**src/rtl/hazard_ctrl.sv**
```systemverilog
// Pipeline hazard controller for a 5-stage MIPS core.
// Tracks producer destination/Tnew through E, M and W, raises a D-stage stall
// when a consumer's Tuse is earlier than its producer's Tnew, and drives the
// forwarding selects for the D, E and M operand muxes.
// Optional stall cycle counter: define HAZARD_STALL_CNT_EN to build it;
// otherwise stall_count is tied to zero.
module hazard_ctrl #(
   parameter int unsigned TW = 2,
   parameter int unsigned AW = 5
) (
   input  logic          clk,
   input  logic          reset,
   input  logic [TW-1:0] Tuse_rs,
   input  logic [TW-1:0] Tuse_rt,
   input  logic [TW-1:0] TnewD,
   input  logic [AW-1:0] A_rsD,
   input  logic [AW-1:0] A_rtD,
   input  logic [AW-1:0] AwriteD,
   output logic          stall,
   output logic [1:0]    fwd_rsD,
   output logic [1:0]    fwd_rtD,
   output logic [1:0]    fwd_rsE,
   output logic [1:0]    fwd_rtE,
   output logic          fwd_rtM,
   output logic [31:0]   stall_count
);

   // Forward select encoding shared by the D and E muxes.
   localparam logic [1:0] FwdNone = 2'd0;
   localparam logic [1:0] FwdM    = 2'd1;
   localparam logic [1:0] FwdW    = 2'd2;

   // Saturating decrement of a Tnew value as it moves down the pipe.
   function automatic logic [TW-1:0] dec_t(input logic [TW-1:0] t);
      return (t == '0) ? '0 : t - TW'(1);
   endfunction

   // Register 0 is hard-wired, so it never creates a dependency.
   function automatic logic addr_hit(input logic [AW-1:0] a, input logic [AW-1:0] aw);
      return (a != '0) && (a == aw);
   endfunction

   // Younger producer (M) wins over the older one (W); only ready results forward.
   function automatic logic [1:0] fwd_sel(input logic [AW-1:0] a,
                                          input logic [AW-1:0] aw_m,
                                          input logic [TW-1:0] tnew_m,
                                          input logic [AW-1:0] aw_w,
                                          input logic [TW-1:0] tnew_w);
      logic [1:0] sel;
      sel = FwdNone;
      if (addr_hit(a, aw_m) && (tnew_m == '0)) begin
         sel = FwdM;
      end else if (addr_hit(a, aw_w) && (tnew_w == '0)) begin
         sel = FwdW;
      end
      return sel;
   endfunction

   // E-stage tracking
   logic [AW-1:0] a_rs_e_q, a_rs_e_d;
   logic [AW-1:0] a_rt_e_q, a_rt_e_d;
   logic [AW-1:0] aw_e_q,   aw_e_d;
   logic [TW-1:0] tnew_e_q, tnew_e_d;
   // M-stage tracking; rs is never consumed in M so it is not carried.
   logic [AW-1:0] a_rt_m_q, a_rt_m_d;
   logic [AW-1:0] aw_m_q,   aw_m_d;
   logic [TW-1:0] tnew_m_q, tnew_m_d;
   // W-stage tracking: producer info only.
   logic [AW-1:0] aw_w_q,   aw_w_d;
   logic [TW-1:0] tnew_w_q, tnew_w_d;

   // Individual stall causes, kept separate for readability in waveforms.
   logic stall_rs_e, stall_rs_m, stall_rt_e, stall_rt_m;

   // Stall when an operand is needed before its producer in E or M is ready.
   always_comb begin
      stall_rs_e = addr_hit(A_rsD, aw_e_q) && (Tuse_rs < tnew_e_q);
      stall_rs_m = addr_hit(A_rsD, aw_m_q) && (Tuse_rs < tnew_m_q);
      stall_rt_e = addr_hit(A_rtD, aw_e_q) && (Tuse_rt < tnew_e_q);
      stall_rt_m = addr_hit(A_rtD, aw_m_q) && (Tuse_rt < tnew_m_q);
      stall      = stall_rs_e | stall_rs_m | stall_rt_e | stall_rt_m;
   end

   // Forward selects, independent of stall; a held D stage re-evaluates next cycle.
   always_comb begin
      fwd_rsD = fwd_sel(A_rsD,    aw_m_q, tnew_m_q, aw_w_q, tnew_w_q);
      fwd_rtD = fwd_sel(A_rtD,    aw_m_q, tnew_m_q, aw_w_q, tnew_w_q);
      fwd_rsE = fwd_sel(a_rs_e_q, aw_m_q, tnew_m_q, aw_w_q, tnew_w_q);
      fwd_rtE = fwd_sel(a_rt_e_q, aw_m_q, tnew_m_q, aw_w_q, tnew_w_q);
      fwd_rtM = addr_hit(a_rt_m_q, aw_w_q) && (tnew_w_q == '0);
   end

   // Next tracking state: E takes D or a bubble on stall; M and W always advance.
   always_comb begin
      if (stall) begin
         a_rs_e_d = '0;
         a_rt_e_d = '0;
         aw_e_d   = '0;
         tnew_e_d = '0;
      end else begin
         a_rs_e_d = A_rsD;
         a_rt_e_d = A_rtD;
         aw_e_d   = AwriteD;
         tnew_e_d = dec_t(TnewD);
      end
      a_rt_m_d = a_rt_e_q;
      aw_m_d   = aw_e_q;
      tnew_m_d = dec_t(tnew_e_q);
      aw_w_d   = aw_m_q;
      tnew_w_d = dec_t(tnew_m_q);
   end

   // Tracking registers, cleared immediately on reset.
   always_ff @(posedge clk or posedge reset) begin
      if (reset) begin
         a_rs_e_q <= '0;
         a_rt_e_q <= '0;
         aw_e_q   <= '0;
         tnew_e_q <= '0;
         a_rt_m_q <= '0;
         aw_m_q   <= '0;
         tnew_m_q <= '0;
         aw_w_q   <= '0;
         tnew_w_q <= '0;
      end else begin
         a_rs_e_q <= a_rs_e_d;
         a_rt_e_q <= a_rt_e_d;
         aw_e_q   <= aw_e_d;
         tnew_e_q <= tnew_e_d;
         a_rt_m_q <= a_rt_m_d;
         aw_m_q   <= aw_m_d;
         tnew_m_q <= tnew_m_d;
         aw_w_q   <= aw_w_d;
         tnew_w_q <= tnew_w_d;
      end
   end

`ifdef HAZARD_STALL_CNT_EN
   logic [31:0] stall_cnt_q, stall_cnt_d;

   // Count stalled cycles; wraps naturally at 2^32.
   always_comb begin
      stall_cnt_d = stall ? stall_cnt_q + 32'd1 : stall_cnt_q;
   end

   // Stall counter register.
   always_ff @(posedge clk or posedge reset) begin
      if (reset) begin
         stall_cnt_q <= '0;
      end else begin
         stall_cnt_q <= stall_cnt_d;
      end
   end

   assign stall_count = stall_cnt_q;
`else
   assign stall_count = '0;
`endif

endmodule

```
**config.mk**
```make
export PLATFORM = sky130hd
export DESIGN_NAME = hazard_ctrl
export DESIGN_NICKNAME = d
export VERILOG_FILES = /design/src/rtl/hazard_ctrl.sv
export SDC_FILE = /design/constraint.sdc
export NUM_CORES = 1
export LEC_CHECK = 0
export ABC_AREA = 0
export CAP_MARGIN = 20
export CORE_ASPECT_RATIO = 0.8
export CORE_MARGIN = 10
export CORE_UTILIZATION = 49
export CTS_BUF_LIST = sky130_fd_sc_hd__clkbuf_2
export DETAILED_ROUTE_END_ITERATION = 8
export GPL_TIMING_DRIVEN = 0
export PLACE_DENSITY = 0.87
export SLEW_MARGIN = 20
export SYNTH_ARGS = -nofsm -noshare
export SYNTH_HDL_FRONTEND = slang
export SYNTH_SLANG_ARGS = --single-unit
export TNS_END_PERCENT = 50
```
**constraint.sdc**
```tcl
create_clock -name clk -period 2.38 [get_ports clk]
set_clock_uncertainty 0.05 [all_clocks]
set_input_delay 0.476 -clock clk [delete_from_list [all_inputs] [get_ports clk]]
set_output_delay 0.476 -clock clk [all_outputs]
set_load 0.005 [all_outputs]
```
After elaboration in Yosys (flattened, before gate mapping)
Cells that the tools add are included.
{"block": "totals", "regBits": 36, "out_inout_bits": 42, "in_bits": 23, "wordCells": 78}
{"block": "op_classes", "eq_ne": 11, "n_lt_le_gt_ge": 4, "n_addsub": 3, "reduce_logical": 33, "mux": 15, "n_bitwise": 3}
{"op": "$eq 5x5->1", "count": 11}
{"op": "$reduce_bool 5->1", "count": 5}
{"op": "$logic_and 1x1->1", "count": 24}
{"op": "$mux 2", "count": 12}
{"op": "$mux 5", "count": 3}
{"op": "$logic_not 2->1", "count": 4}
{"op": "$lt 2x2->1", "count": 4}
{"op": "$sub 2x1->2 const B", "count": 3}
{"op": "$or 1x1->1", "count": 3}

Depth between registers and ports, before layout
{"block": "depth", "ltp_word": 7, "ltp_mapped": 8, "ltp_nobuf": 6}

Least setup slack after synthesis
Ideal clock, no wire load.
{"block": "synth_timing", "path_kind": "input to output", "startpoint": "input Tuse_rs[1]", "endpoint": "output stall", "setup_slack_ps": 361, "t_arrival_ps": 1493, "n_path_buf": 2, "cell_stages": 7, "path_cell_list": "ha_1 nor4_1 nand4_1 and4_1 buf_6 buf_8 inv_1"}
{"block": "synth_between", "elab_chain_cells": 5}
{"item": "start, declared", "line": "13", "source": "input logic [TW-1:0] Tuse_rs,"}
{"item": "$lt 2x2->1, on equally long branches", "line": "77, 78"}
{"item": "$logic_and 1x1->1, on equally long branches", "line": "77, 78"}
{"item": "$or 1x1->1 * (3 in series)", "line": "81", "source": "stall = stall_rs_e | stall_rs_m | stall_rt_e | stall_rt_m;"}
{"item": "end, declared", "line": "19", "source": "output logic stall,"}
Every way passes the cells marked *; elsewhere a longest branch is shown, timed or not.

Worst setup path after layout
{"block": "layout_timing", "startpoint": "register aw_m_q[1]", "endpoint": "output fwd_rsE[0]"}
{"block": "layout_between", "elab_chain_cells": 4}
{"item": "start, declared", "line": "66", "source": "logic [AW-1:0] aw_m_q, aw_m_d;"}
{"item": "start signal, assigned", "line": "131", "source": "aw_m_q <= aw_m_d;"}
{"item": "$eq 5x5->1", "line": "40", "source": "return (a != '0) && (a == aw);"}
{"item": "$logic_and 1x1->1", "line": "40"}
{"item": "$logic_and 1x1->1", "line": "51", "source": "if (addr_hit(a, aw_m) && (tnew_m == '0)) begin"}
{"item": "$mux 2", "line": "51"}
{"item": "end, declared", "line": "22", "source": "output logic [1:0] fwd_rsE,"}
No other way between the ends.

==> flow_summary.json <==
{
  "outcome": "complete, but fails checks",
  "violations": "setup timing",
  "ff_latch_area_um2": 913,
  "critPathSlowestCell": "dfrtp_2",
  "synthArstFlopShare_pct": 100,
  "cts-htree-levels": 2,
  "power_density_nw_per_um2": 491,
  "die_y_um": 79.7,
  "period_minus_slack_ps": 2490,
  "pre_cts_ws_ps": -808,
  "drive_gt1_share_pct": 44.2,
  "synth_top_area_cell": "dfrtp_1",
  "multi_input_area_um2": 1280,
  "dieArea_um2": 7540,
  "setup_ws_ps": -113,
  "syn_area_um2": 2180,
  "ir_drop_v": 0.000593,
  "critical_path_peak_fanout": 3,
  "path_delay_family": "simple AND/OR/NAND/NOR gates",
  "arrival_ps": 1970,
  "dp.cells": 336,
  "grt_pass1_wl_mm": 8.89,
  "syn-instance-count": 216,
  "slew_violations": 0,
  "synth_top_area_share_pct": 41.3,
  "worstSetupStartpointType": "flip-flop",
  "rsz0062_at_grt": "yes",
  "required_ps": 1850,
  "drcViolationCount": 0,
  "path_clk_slew_ps": 180,
  "die_width_um": 94.6,
  "cts_inserted_buffers": 5,
  "num_vias": 1753,
  "ios": 65,
  "p_leak_nw": 1.54,
  "grt_pass1_vias": 1816,
  "synth_cell_types": 30,
  "place.gp.congestion": 0.855,
  "grt_usage_pct": 15.1,
  "stdcell_count": 374,
  "vias_per_cell": 4.69,
  "numPortBuffers": 32,
  "clock_path_buffers": 2,
  "final_nets": 343,
  "antenna_found_initial": 0,
  "cts_sinks": 36,
  "rows": 21,
  "tritoncts": "built",
  "finalHoldViolCount": 0,
  "synth-seq-cells": 36,
  "postCtsHoldBufs": 0,
  "power.total_mw": 1.56,
  "clk_latency_ps": 400,
  "cpPeakStageDelay_ps": 460,
  "synth.yosys.seq_area_share_pct": 41.3,
  "finalSetupViolCount": 5,
  "synth_flop_cell": "dfrtp_1",
  "grt_max_degree": 37,
  "start_util_pct": 51.6,
  "drt_iter0_drc": 60,
  "coreArea_um2": 4230,
  "worstPathCellList": "buf_4, xnor2_2, nand4_1, nor4_4, dlygate4sd2_1",
  "hp-class": "reg2reg",
  "final_common_cell": "buf_4",
  "dp_hpwl_mm": 3.90,
  "cts_root_buffer": "clkbuf_2",
  "synth.avg_cell_area_um2": 10.1,
  "relSlewSlack_pct": 50.1,
  "worst-setup-path-type": "reg2out",
  "layout_common_cells": "buf_4 (64), conb_1 (32), xor2_1 (29), dfrtp_1 (26), xnor2_1 (14)",
  "antenna_left": 0,
  "antennaDiodeCount": 0,
  "post-route-util_pct": 75.1,
  "wirelength_mm": 5.96,
  "critPathCaptureType": "primary output",
  "maxCapViolCount": 0,
  "area_delta_synth_final_pct": 45.5,
  "drtPass1Iterations": 4,
  "synth_area_leaders": "dfrtp_1 (41%), xor2_1 (12%), buf_4 (11%), xnor2_1 (7.2%), ha_1 (2.3%)",
  "hold_ws_ps": 377,
  "yosysWarningCount": 0,
  "fmaxAchievable_mhz": 401,
  "wl_per_cell_um": 15.9,
  "cp_num_buf_inv": 2,
  "n_fill_cell": 284,
  "grt_overflow": 0,
  "synth_edf_count": 0,
  "tightest_slew_ps": 747,
  "period_share_pct": 105
}
## per-stage QoR
step | TNS [ps] | instance area [µm²]
after floorplan | 0 | 2300
after global placement | -2790 | 2690
after detailed placement | -3400 | 2690
after CTS | -574 | 2950
after global routing | -949 | 3180
final | -372 | 3180
## final cells by class
class	instances	share of cell area (%)
multi-input combinational	163	40.2
sequential	36	28.8
timing repair buffer	67	17.6
buffer	33	7.92
tap	57	2.25
clock inverter	3	1.34
inverter	10	1.18
clock buffer	5	0.788
## cells in the mapped netlist, types with 2 or more instances
cell      count
nand2_1       2
o221ai_1      3
xor2_1       30
buf_4        32
and2_2        6
clkbuf_1      4
o21ai_0       2
nand2b_1      3
or4_1         2
and2_4        5
inv_1        10
dfrtp_1      36
nor2_1       11
nand3_1       6
and2_1        5
a211oi_1      2
a221oi_1      3
and3_2        2
nand4_1       5
a21oi_1       3
nor4_1        8
nor3_1        7
xnor2_1      18
ha_1          4
and3_1        2
## power breakdown
part           switching [mW]  internal (mW)
Sequential             0.0589          0.659
Combinational           0.201          0.243
Clock                   0.223          0.175
## state kept, by name, summed over array words and instances (netlist names), 5 cells and up
name and cells:
a_rs_e_q 5, aw_m_q 5, aw_w_q 5, aw_e_q 5, a_rt_e_q 5, a_rt_m_q 5
## logic make-up (layout without fill, tap and decap cells)
family                     count (synthesis)  in the layout  synth area share (%)
AOI/OAI and AO/OA                         13             13                  4.24
xor gates and xnor gates                  48             48                  19.3
adders and majority gates                  4              4                  2.29
buffers and inverters                     48            118                  14.6
DFF                                       36             36                  41.3
other                                      1             32                 0.172
and+or+nand+nor                           66             66                  18.1
## final timing paths
kind	endpoint	start	slack, ps	cells past startpoint
setup / recovery	fwd_rsE[0]	aw_m_q[1]$_DFF_PP0_	-110	5
hold / removal	tnew_m_q[0]$_DFF_PP0_	tnew_e_q[0]$_DFF_PP0_	380	1
setup reg to reg	tnew_e_q[0]$_DFF_PP0_	aw_m_q[1]$_DFF_PP0_	520	8
hold reg to reg	tnew_m_q[0]$_DFF_PP0_	tnew_e_q[0]$_DFF_PP0_	380	1
max in group asynchronous	aw_m_q[2]$_DFF_PP0_	reset	1320	2
min in group asynchronous	a_rt_e_q[4]$_DFF_PP0_	reset	420	2
## repair_timing
item / CTS / global route
setup buffers: 17 / 18
endpoints found under the setup margin: 10 / 10
pin swaps: 21 / 20
resized for setup: 73 / 26
## per-layer routing
metal | share of wire [%] | up-vias | GRT usage [%]
met5 | 0 | - | 0
met4 | 1.2 | 0 | 5.97
met3 | 7.9 | 7 | 4.98
met2 | 52 | 57 | 27.1
met1 | 39 | 834 | 15.9
li1 | - | 855 | -
## worst register-to-register path: stages, from the launching register on
cell,delay (ps)
dfrtp_2,460
buf_4,140
xor2_1,160
a211oi_2,180
nand3_1,90
and4_1,200
buf_6,130
buf_4,160
and3b_2,200
(Power assumes the default switching activity.)
